<file path="src/rtl/multdiv_pkg.sv">
// multdiv_pkg: state encoding, widths and special operand values shared by
// the iterative multiply/divide unit and its bench.
package multdiv_pkg;

  localparam int WIDTH = 32;
  localparam int ITER  = WIDTH;

  localparam logic [WIDTH-1:0] INT_MIN = 32'h8000_0000;
  localparam logic [WIDTH-1:0] NEG_ONE = 32'hFFFF_FFFF;

  typedef enum logic [1:0] {
    IDLE,
    MUL,
    DIV,
    DONE
  } state_t;

  // Two's-complement magnitude; INT_MIN maps to 0x80000000 read as unsigned.
  function automatic logic [WIDTH-1:0] magnitude(input logic [WIDTH-1:0] v);
    return v[WIDTH-1] ? -v : v;
  endfunction

endpackage

</file>
<file path="src/rtl/multdiv_unit_if.sv">
// multdiv_unit_if: operand, start and result signals shared between the
// execute-stage control (master) and the multiply/divide unit (slave).
interface multdiv_unit_if;
  import multdiv_pkg::*;

  logic [WIDTH-1:0] data_operandA;
  logic [WIDTH-1:0] data_operandB;
  logic             ctrl_MULT;
  logic             ctrl_DIV;
  logic [WIDTH-1:0] data_result;
  logic             data_exception;
  logic             data_resultRDY;

  modport master (
    output data_operandA, data_operandB, ctrl_MULT, ctrl_DIV,
    input  data_result, data_exception, data_resultRDY
  );

  modport slave (
    input  data_operandA, data_operandB, ctrl_MULT, ctrl_DIV,
    output data_result, data_exception, data_resultRDY
  );

endinterface

</file>
<file path="src/rtl/multdiv_unit_div_step.sv">
// div_step: one combinational restoring-division step on magnitudes.
// Shifts {rem, quo} left by one and subtracts the divisor when it fits.
module div_step
  import multdiv_pkg::*;
(
  input  logic [WIDTH-1:0] rem,
  input  logic [WIDTH-1:0] quo,
  input  logic [WIDTH-1:0] divisor,
  output logic [WIDTH-1:0] rem_next,
  output logic [WIDTH-1:0] quo_next
);

  logic [WIDTH:0] shifted;

  // Trial subtract; the extra top bit keeps the compare exact for any remainder.
  always_comb begin
    shifted  = {rem, quo[WIDTH-1]};
    rem_next = shifted[WIDTH-1:0];
    quo_next = {quo[WIDTH-2:0], 1'b0};
    if (shifted >= {1'b0, divisor}) begin
      rem_next    = shifted[WIDTH-1:0] - divisor;
      quo_next[0] = 1'b1;
    end
  end

endmodule

</file>
<file path="src/rtl/multdiv_unit.sv">
// multdiv_unit: iterative 32-bit signed multiply (radix-2 Booth) and divide
// (restoring, on magnitudes with sign fix-up). Fixed 33-cycle latency from
// the start edge to the one-cycle data_resultRDY pulse.
module multdiv_unit
  import multdiv_pkg::*;
(
  input  logic          clock,
  input  logic          reset_n,
  multdiv_unit_if.slave bus
);

  state_t           state, state_next;
  logic [4:0]       cnt;
  logic             start;
  logic             op_mul;

  logic [WIDTH-1:0] mcand;
  logic [2*WIDTH:0] prod, prod_next;
  logic [WIDTH:0]   hi_ext, booth_sum;

  logic [WIDTH-1:0] rem, quo, divisor, rem_next, quo_next;
  logic             neg_quo, div_zero, div_ovf;

  logic [WIDTH-1:0] final_result;
  logic             final_exc;
  logic [WIDTH-1:0] result_q;
  logic             exc_q, rdy_q;

  assign start = bus.ctrl_MULT | bus.ctrl_DIV;

  div_step u_div_step (
    .rem      (rem),
    .quo      (quo),
    .divisor  (divisor),
    .rem_next (rem_next),
    .quo_next (quo_next)
  );

  // State register.
  always_ff @(posedge clock or negedge reset_n) begin
    if (!reset_n) state <= IDLE;
    else          state <= state_next;
  end

  // Next state: a start pulse wins in every state (MULT over DIV); an op ends after its last iteration.
  always_comb begin
    state_next = state;
    if (bus.ctrl_MULT) begin
      state_next = MUL;
    end else if (bus.ctrl_DIV) begin
      state_next = DIV;
    end else begin
      case (state)
        MUL, DIV: if (cnt == 5'(ITER - 1)) state_next = DONE;
        DONE:     state_next = IDLE;
        default:  state_next = IDLE;
      endcase
    end
  end

  // Booth step: add/sub is one bit wider than hi so the sign shifted in stays true even for INT_MIN.
  always_comb begin
    hi_ext    = {prod[2*WIDTH], prod[2*WIDTH:WIDTH+1]};
    booth_sum = hi_ext;
    case (prod[1:0])
      2'b01:   booth_sum = hi_ext + {mcand[WIDTH-1], mcand};
      2'b10:   booth_sum = hi_ext - {mcand[WIDTH-1], mcand};
      default: booth_sum = hi_ext;
    endcase
    prod_next = {booth_sum, prod[WIDTH:1]};
  end

  // Operand latch on start, then one multiply or divide iteration per cycle.
  always_ff @(posedge clock or negedge reset_n) begin
    if (!reset_n) begin
      cnt      <= '0;
      op_mul   <= 1'b0;
      mcand    <= '0;
      prod     <= '0;
      rem      <= '0;
      quo      <= '0;
      divisor  <= '0;
      neg_quo  <= 1'b0;
      div_zero <= 1'b0;
      div_ovf  <= 1'b0;
    end else if (start) begin
      cnt      <= '0;
      op_mul   <= bus.ctrl_MULT;
      mcand    <= bus.data_operandA;
      prod     <= {{WIDTH{1'b0}}, bus.data_operandB, 1'b0};
      rem      <= '0;
      quo      <= magnitude(bus.data_operandA);
      divisor  <= magnitude(bus.data_operandB);
      neg_quo  <= bus.data_operandA[WIDTH-1] ^ bus.data_operandB[WIDTH-1];
      div_zero <= (bus.data_operandB == '0);
      div_ovf  <= (bus.data_operandA == INT_MIN) && (bus.data_operandB == NEG_ONE);
    end else if (state == MUL) begin
      prod <= prod_next;
      cnt  <= cnt + 5'd1;
    end else if (state == DIV) begin
      rem  <= rem_next;
      quo  <= quo_next;
      cnt  <= cnt + 5'd1;
    end
  end

  // Final value: product low word with overflow when bits 63..31 disagree, or signed quotient with special cases.
  always_comb begin
    final_result = prod[WIDTH:1];
    final_exc    = ~((&prod[2*WIDTH:WIDTH]) | ~(|prod[2*WIDTH:WIDTH]));
    if (!op_mul) begin
      final_result = neg_quo ? -quo : quo;
      final_exc    = 1'b0;
      if (div_zero) begin
        final_result = '0;
        final_exc    = 1'b1;
      end else if (div_ovf) begin
        final_result = INT_MIN;
        final_exc    = 1'b1;
      end
    end
  end

  // Registered outputs: a completed op publishes its result with a one-cycle RDY unless a new start aborts it.
  always_ff @(posedge clock or negedge reset_n) begin
    if (!reset_n) begin
      result_q <= '0;
      exc_q    <= 1'b0;
      rdy_q    <= 1'b0;
    end else begin
      rdy_q <= 1'b0;
      if (state == DONE && !start) begin
        rdy_q    <= 1'b1;
        result_q <= final_result;
        exc_q    <= final_exc;
      end
    end
  end

  assign bus.data_result    = result_q;
  assign bus.data_exception = exc_q;
  assign bus.data_resultRDY = rdy_q;

endmodule

</file>
<file path="src/flat_wrapper.sv">
// flat-port wrapper written by rule: the top's interface ports become plain ports
module multdiv_unit_flat import multdiv_pkg::*;
  (clock, reset_n, bus_data_operandA, bus_data_operandB, bus_ctrl_MULT, bus_ctrl_DIV, bus_data_result, bus_data_exception, bus_data_resultRDY);
  multdiv_unit_if bus_i ();
  input  logic clock;
  input  logic reset_n;
  input wire logic [$bits(bus_i.data_operandA)-1:0] bus_data_operandA;
  input wire logic [$bits(bus_i.data_operandB)-1:0] bus_data_operandB;
  input wire logic [$bits(bus_i.ctrl_MULT)-1:0] bus_ctrl_MULT;
  input wire logic [$bits(bus_i.ctrl_DIV)-1:0] bus_ctrl_DIV;
  output wire logic [$bits(bus_i.data_result)-1:0] bus_data_result;
  output wire logic [$bits(bus_i.data_exception)-1:0] bus_data_exception;
  output wire logic [$bits(bus_i.data_resultRDY)-1:0] bus_data_resultRDY;
  assign bus_i.data_operandA = bus_data_operandA;
  assign bus_i.data_operandB = bus_data_operandB;
  assign bus_i.ctrl_MULT = bus_ctrl_MULT;
  assign bus_i.ctrl_DIV = bus_ctrl_DIV;
  assign bus_data_result = bus_i.data_result;
  assign bus_data_exception = bus_i.data_exception;
  assign bus_data_resultRDY = bus_i.data_resultRDY;
  multdiv_unit u_core (.clock(clock), .reset_n(reset_n), .bus(bus_i));
endmodule
</file>
<file path="config.mk">
export PLATFORM = sky130hd
export DESIGN_NAME = multdiv_unit_flat
export DESIGN_NICKNAME = d
export VERILOG_FILES = /design/src/rtl/multdiv_pkg.sv /design/src/rtl/multdiv_unit_if.sv /design/src/rtl/multdiv_unit_div_step.sv /design/src/rtl/multdiv_unit.sv /design/src/flat_wrapper.sv
export SDC_FILE = /design/constraint.sdc
export NUM_CORES = 1
export LEC_CHECK = 0
export CORE_MARGIN = 3
export CORE_UTILIZATION = 45
export CTS_CLUSTER_DIAMETER = 30
export DETAILED_ROUTE_END_ITERATION = 10
export GPL_ROUTABILITY_DRIVEN = 0
export PLACE_DENSITY_LB_ADDON = 0.2
export RECOVER_POWER = 100
export SLEW_MARGIN = 20
export SYNTH_ARGS = -nofsm -noshare
export SYNTH_HDL_FRONTEND = slang
export SYNTH_SLANG_ARGS = --single-unit
</file>
<file path="constraint.sdc">
create_clock -name clock -period 6.3 [get_ports clock]
set_input_delay 1.26 -clock clock [delete_from_list [all_inputs] [get_ports clock]]
set_output_delay 1.26 -clock clock [all_outputs]
set_load 0.01 [all_outputs]
</file>
Word level (Yosys, flattened, before mapping)
Index checks and enable logic that the tools add are counted.
- flip-flop bits (word level): 238
- bits of input ports: 68
- output and inout port bits: 34
- eq/ne operators: 10
- order comparisons: 1
- muxes and demuxes: 28
- reduce and logical (&&, ||, !) cells: 13
- add/sub/neg operators: 7
- bitwise gates (word level): 5
- operators by type and width (kind ; count):
    2-to-1 mux 32 bit ; 13
    2-to-1 mux 65 bit ; 2
    negator 32 bit ; 3
    case mux 33 bit (2 select lines) ; 1
    equality test 32 bit (second input constant) ; 2
    adder 32 x 32 -> 33 bit ; 1
    >= comparator 33 x 32 -> 1 bit ; 1
    AND reduction 33 bit ; 1
    OR reduction 33 bit ; 1
    subtractor 32 x 32 -> 33 bit ; 1
    zero test 32 bit ; 1
    subtractor 32 bit ; 1
    2-to-1 mux 5 bit ; 3
    2-to-1 mux 2 bit ; 4
    equality test 2 bit (second input constant) ; 3
    nonzero test 3 bit ; 2
    adder 5 x 1 -> 5 bit (second input constant) ; 1
    equality test 5 bit (second input constant) ; 1
    2-to-1 mux 1 bit ; 5
    equality test 2 x 1 -> 1 bit (second input constant) ; 2
    != test 4 x 3 -> 1 bit (second input constant) ; 1
    AND reduction 2 bit ; 2
    nonzero test 2 bit ; 2
    logical AND 1 bit ; 2
    other kinds (6) ; 8

Depth between registers and ports, before layout
- word-level depth: 5
- gate-level depth with buffers: 19
- depth with buffers taken out: 18

Hierarchy
From an unflattened synthesis, not the netlist that was laid out.
- cell total of the unflattened synthesis: 2094
- area, all modules: 17254.0 um^2
- by module, submodules not included (module ; instances ; area an instance (um^2) ; cells an instance):
    multdiv_unit ; 1 ; 14690.3 ; 1740
    div_step ; 1 ; 2563.7 ; 354

Worst setup path after synthesis
Ideal clock, no wire load.
- kind: register to register
- from: register u_core.mcand[0]
- to: register u_core.prod[64]
- buffers on the path: 1
- stages on the path, launching flop included: 19
- library setup time: 0.120 ns
- clock period less this slack: 4.606 ns
- arrival: 4.486 ns
- data required time: 6.180 ns
- path slack: 1.694 ns
- cells stage by stage: dfrtp_1 -> inv_1 -> ha_1 -> nor3b_1 -> or4b_2 -> nor3b_1 -> and4b_1 -> nor2_1 -> xnor2_1 -> ha_1 -> clkbuf_1 -> a211oi_1 -> nor2_1 -> a211o_1 -> or3b_2 -> o21ai_0 -> xnor2_1 -> a21oi_1 -> a31o_2
- cells in the longest elaborated chain, start to end: 4
- elaborated cells on any way between the ends: 5
- those cells by class: add/sub: 2; mux: 3
- RTL lines (item ; RTL line ; text):
    from (decl) ; multdiv_unit.sv:17 ; logic [WIDTH-1:0] mcand;
    from (signal assigned) ; multdiv_unit.sv:89 ; mcand <= bus.data_operandA;
    subtractor 32 x 32 -> 33 bit or adder 32 x 32 -> 33 bit (tied branches) ; multdiv_unit.sv:67, multdiv_unit.sv:66 ;
    case mux 33 bit (2 select lines) (*) ; multdiv_unit.sv:65 ; case (prod[1:0])
    2-to-1 mux 65 bit (*) ; multdiv_unit.sv:97 ; end else if (state == MUL) begin
    2-to-1 mux 65 bit (*) ; multdiv_unit.sv:86 ; end else if (start) begin
    to (signal assigned) ; multdiv_unit.sv:90 ; prod <= {{WIDTH{1'b0}}, bus.data_operandB, 1'b0};
    to (signal assigned) ; multdiv_unit.sv:98 ; prod <= prod_next;
    to (decl) ; multdiv_unit.sv:18 ; logic [2*WIDTH:0] prod, prod_next;
Every way passes the cells marked *; elsewhere a longest branch is shown, timed or not. The select of a mux whose other input is x is not followed.
A chain may end at the register's enable or synchronous reset.

Worst setup path in the final report
Same ends and word-level chain as after synthesis.

==> impl.org <==
** Run status
- The flow ran to the end, but the final reports show violations.
- Violations in the final reports :: capacitance limit, slew limit

** Pwr
- Dividing total power by cell area gives a power density of 318 nW/um2.
- For this design the static power due to leakage is 8.78 nW.
- Summing internal, switching and leakage power gives 6.35 mW.
- The worst-case IR drop observed on VDD is 0.000211 V.

** Critical path
- Crit path max-delay cell type :: or4b_2
- Depth of the most critical reg-to-reg path :: 17
- In this run the worst path has a maximum fanout of 7.
- WP depth :: 17
- The worst setup path is launched from a flip-flop.
- Endpoint class of the critical path :: flip-flop
- Worst setup path category :: reg -> reg
- For the worst setup path, the data arrival time is 5.73 ns.
- On the worst path, the slowest cell contributes a delay of 0.69 ns.
- On the critical path the largest part of the delay comes from simple AND/OR/NAND/NOR gates.
- For the worst setup path, the data required time is about 6.8 ns.
- Worst path bufs/invs :: 1
- The critical path goes through inv_1, ha_1, nor3b_1, or4b_2, nor3b_1, a31oi_1, xnor2_1, ha_1, a21oi_1, o21a_1, a31oi_1, a211o_1, or3b_2, o21ai_0, xnor2_1, a21oi_1, a31o_2.

** Yosys
- Number of library cell types mapped by synthesis :: between 60 and 70
- Synthesized-area fraction occupied by ao, oa, aoi and oai cells :: 0.217
- Main synth FF type :: dfrtp_1
- Of the total synthesized cell area, the portion taken by AND, OR, NAND and NOR gates is 0.202.
- The Yosys step of the flow raised 0 warnings.
- The average instance in the mapped netlist occupies just over 8 um2.
- Number of storage elements in the synthesis netlist :: about 240
- The synthesized design contains 0 enable-type register cells.
- Synth async-reset ratio :: 1.00
- Post-synthesis share of cell area spent on full adders, half adders and majority gates :: 0.0591
- For this run, the register share of the synthesized area comes to 0.360.
- Dominant combinational cell family by area after synthesis :: compound AO/OA/AOI/OAI gates
- Synthesis produced a netlist with a net count of 2175.
- Of the total synthesized cell area, the portion taken by XOR and XNOR cells is 0.0889.
- Post-Syn Instances :: 2030
- Combined area of all synthesized cells :: 16600 um2
- After synthesis, the share of cell area in mux cells is 0.0316.

** Job
- Max-cap violations in this run came to 7.

** Cells and area
- Area added between synthesis and finish :: 20.8%
- After routing the design area is ~20000 um2.
- Of the cells placed in the final design, the portion with a size suffix greater than 1 is 0.0698.
- At the end of the flow, the number of nets in the layout was 2243.
- Measured on the finished design, the core utilization comes to 0.557.
- Counting the fill cells in the layout gives 3310.
- Excluding fillers, the count of instances in the completed layout stands at 2611.

** Hold path
- Type of the worst min-delay path :: reg -> reg
- Along the worst hold path, the cell count comes to 2.

** GRT
- Maximum number of pins on one net before global-route repair :: 129
- Grt ovf :: 0
- The first global-routing pass estimated 78500 um of wire.
- For this run, the total global-route usage over all layers was measured as 0.247.
- The number of global-route vias before repair was approximately 15000.
- The initial antenna violation count was 2.

** STA
- The final count of hold timing violations came to 0.
- Setup violations remaining at the end of the flow were counted as 0.
- Worst slew margin :: -0.853
- Hold timing on the final database bottoms out at a slack of 0.474 ns.
- Slew at the pin closest to its max-slew limit :: about 2.8 ns
- Clock period minus final worst setup slack :: 5.26 ns
- Count of pins over their slew limit :: 400
- Setup TNS :: 0 ns
- For this run, the top clock speed supported by timing is ~0.19 GHz.
- Unrepaired setup endpoints after global routing :: no
- Fin Clk Skew :: about 0.015 ns
- Final worst path period share :: 0.836
- The worst path meets setup with a little over 1 ns of slack.

** Clock tree
- TritonCTS built the clock tree.
- Quantity of hold-fixing buffers added after cts :: 0
- In this run the deepest clock path goes through 3 buffers.
- Clock transition at the registers of the reported paths :: 0.04 ns
- Clock sink count :: 238
- The H-tree generated during clock tree synthesis spans 2 levels.
- The later pin in the worst-skew pair is clocked with a latency of around 0.60 ns.
- Number of clock buffers inserted by TritonCTS :: 60
- Clock tree synthesis selected as its root buffer the cell clkbuf_16.
- Once the clock tree was built, the resizer swapped 0 gates to a different size.
- In this run the post-CTS setup repair buffer count came out at 0.

** Placement
- Post-placement cell count :: around 2500
- Timing analysis after detailed placement gives a worst setup slack of 1.13 ns.
- After legalization and detailed placement, the total HPWL measured ~35000 um.
- The count of buffers added on input and output ports is 101.
- Area of placed instances :: between 15000 and 20000 um2

** Drt
- Pre-antenna DRT Iters :: 5
- DR WL/cell :: around 19 um
- Drt total wl :: 48500 um
- Post-detailed-route count of antenna-violating nets :: 0
- Post-detailed-route DRC marker count :: 0
- DR vias :: approximately 15000
- In the routed layout, each cell is associated on average with a via count of 5.83.
- In this run, the number of DRC markers left after iteration 0 of detailed routing was roughly 1300.

** Floorplanning
- The initial utilization of the core area, before any placement, comes to 0.461.
- Core region area :: 35900 um2
- Row generation in the floorplan step produced 69 rows.
- The die covers ~39000 um2.
- IO Pins :: 102
- Height of the die :: between 150 and 200 um
- The floorplan step set the die width to 198 um.
-- synthesized netlist by cell type, types with 5 or more instances --
cell      instances  share of area
a211o_1           7         0.0037
a211oi_1         18         0.0082
a21boi_0          5         0.0023
a21o_1           23          0.010
a21oi_1         143          0.043
a221oi_1         18         0.0095
a31oi_1          41          0.015
and2_1            8         0.0030
and3_1           16         0.0060
buf_1             7         0.0016
clkbuf_1        104          0.024
dfrtp_1         238           0.36
ha_1             75          0.057
inv_1            72          0.016
mux2i_1          50          0.030
nand2_1         312          0.071
nand2b_1         15         0.0057
nand3_1          31         0.0094
nand3b_1          6         0.0027
nand4_1          26         0.0098
nor2_1          197          0.045
nor2b_1           9         0.0034
nor3_1           21         0.0064
nor3b_1           5         0.0023
nor4_1           22         0.0083
o211a_1           5         0.0030
o211ai_1         18         0.0082
o21a_1           17         0.0077
o21ai_0         202          0.061
o21bai_1          7         0.0032
o31a_1            5         0.0026
o31ai_1          29          0.013
o41ai_1          13         0.0069
or2_2             7         0.0026
or3_1            14         0.0053
or4_1            17         0.0077
or4_4             6         0.0041
xnor2_1         105          0.056
xor2_1           63          0.033
-- power breakdown --
group / leakage [nW] / switching (mW) / internal, mW
logic: 4.81 / 0.742 / 0.543
clock network: 1.01 / 0.992 / 2.18
registers: 2.97 / 0.189 / 1.70
-- area by class of cell --
cell class | instances | area, um2 | share of cell area
inverters | 72 | 270 | 0.0135
repair buffers | 117 | 1120 | 0.0560
clock buffers | 72 | 1610 | 0.0804
clock inverters | 40 | 520 | 0.0260
multi-input cells | 1609 | 9930 | 0.497
well taps | 461 | 577 | 0.0289
flip-flops and latches | 238 | 5960 | 0.298
diodes | 2 | 5.00 | 0.000250
-- sequential cells by signal, summed over array words and instances, names as in the netlist, 2 cells and up --
name                    cells
u_core.bus.data_result     32
u_core.cnt                  5
u_core.divisor             32
u_core.mcand               32
u_core.prod                65
u_core.quo                 32
u_core.rem                 32
u_core.state                2
-- worst reg2reg max path, stage by stage (launching register included) --
cell	delay [ns]
dfrtp_1	0.40
inv_1	0.09
ha_1	0.16
nor3b_1	0.39
or4b_2	0.69
nor3b_1	0.59
a31oi_1	0.20
xnor2_1	0.24
ha_1	0.37
a21oi_1	0.30
o21a_1	0.17
a31oi_1	0.05
a211o_1	0.31
or3b_2	0.44
o21ai_0	0.21
xnor2_1	0.17
a21oi_1	0.11
a31o_2	0.25
-- per-layer routing --
| metal | GRT usage | up-vias | part of all wire |
|---|---|---|---|
| li1 | - | 7399 | - |
| met1 | 0.363 | 7317 | 0.48 |
| met2 | 0.372 | 434 | 0.44 |
| met3 | 0.0429 | 83 | 0.054 |
| met4 | 0.0744 | 0 | 0.027 |
| met5 | 0 | - | 0 |
-- logic make-up after synthesis --
family,Yosys count
compound gates,582
buf+inv,183
fa+ha+maj,77
flops,238
xor+xnor,168
mux,52
simple gates,730
-- cells in the final DEF (no fill, tap or decap), types with 18 or more instances in the layout --
cell,instances
a21oi_1,143
xnor2_1,105
a31oi_1,40
a221oi_1,18
a21o_1,23
clkbuf_16,60
dfrtp_1,238
dlygate4sd3_1,36
xor2_1,63
o31ai_1,29
nor3_1,21
clkdlybuf4s50_1,63
a211oi_1,18
o211ai_1,18
nand3_1,31
nor2_1,197
mux2i_1,50
nor4_1,22
inv_1,72
nand2_1,312
ha_1,74
nand4_1,26
o21ai_0,202
-- path summary, 6_finish.rpt --
check	slack (ns)	start	to
setup / recovery	1.04	u_core.mcand[0]$_DFFE_PN0N_	u_core.prod[64]$_DFFE_PN0P_
hold / removal	0.47	u_core.bus.data_result[8]$_DFFE_PN0P_	u_core.bus.data_result[8]$_DFFE_PN0P_
setup reg to reg	1.04	u_core.mcand[0]$_DFFE_PN0N_	u_core.prod[64]$_DFFE_PN0P_
hold reg to reg	0.47	u_core.bus.data_result[8]$_DFFE_PN0P_	u_core.bus.data_result[8]$_DFFE_PN0P_
max in group asynchronous	1.67	reset_n	u_core.bus.data_result[14]$_DFFE_PN0P_
min in group asynchronous	1.41	reset_n	u_core.prod[59]$_DFFE_PN0P_
Power figures use the tool's default switching activity.
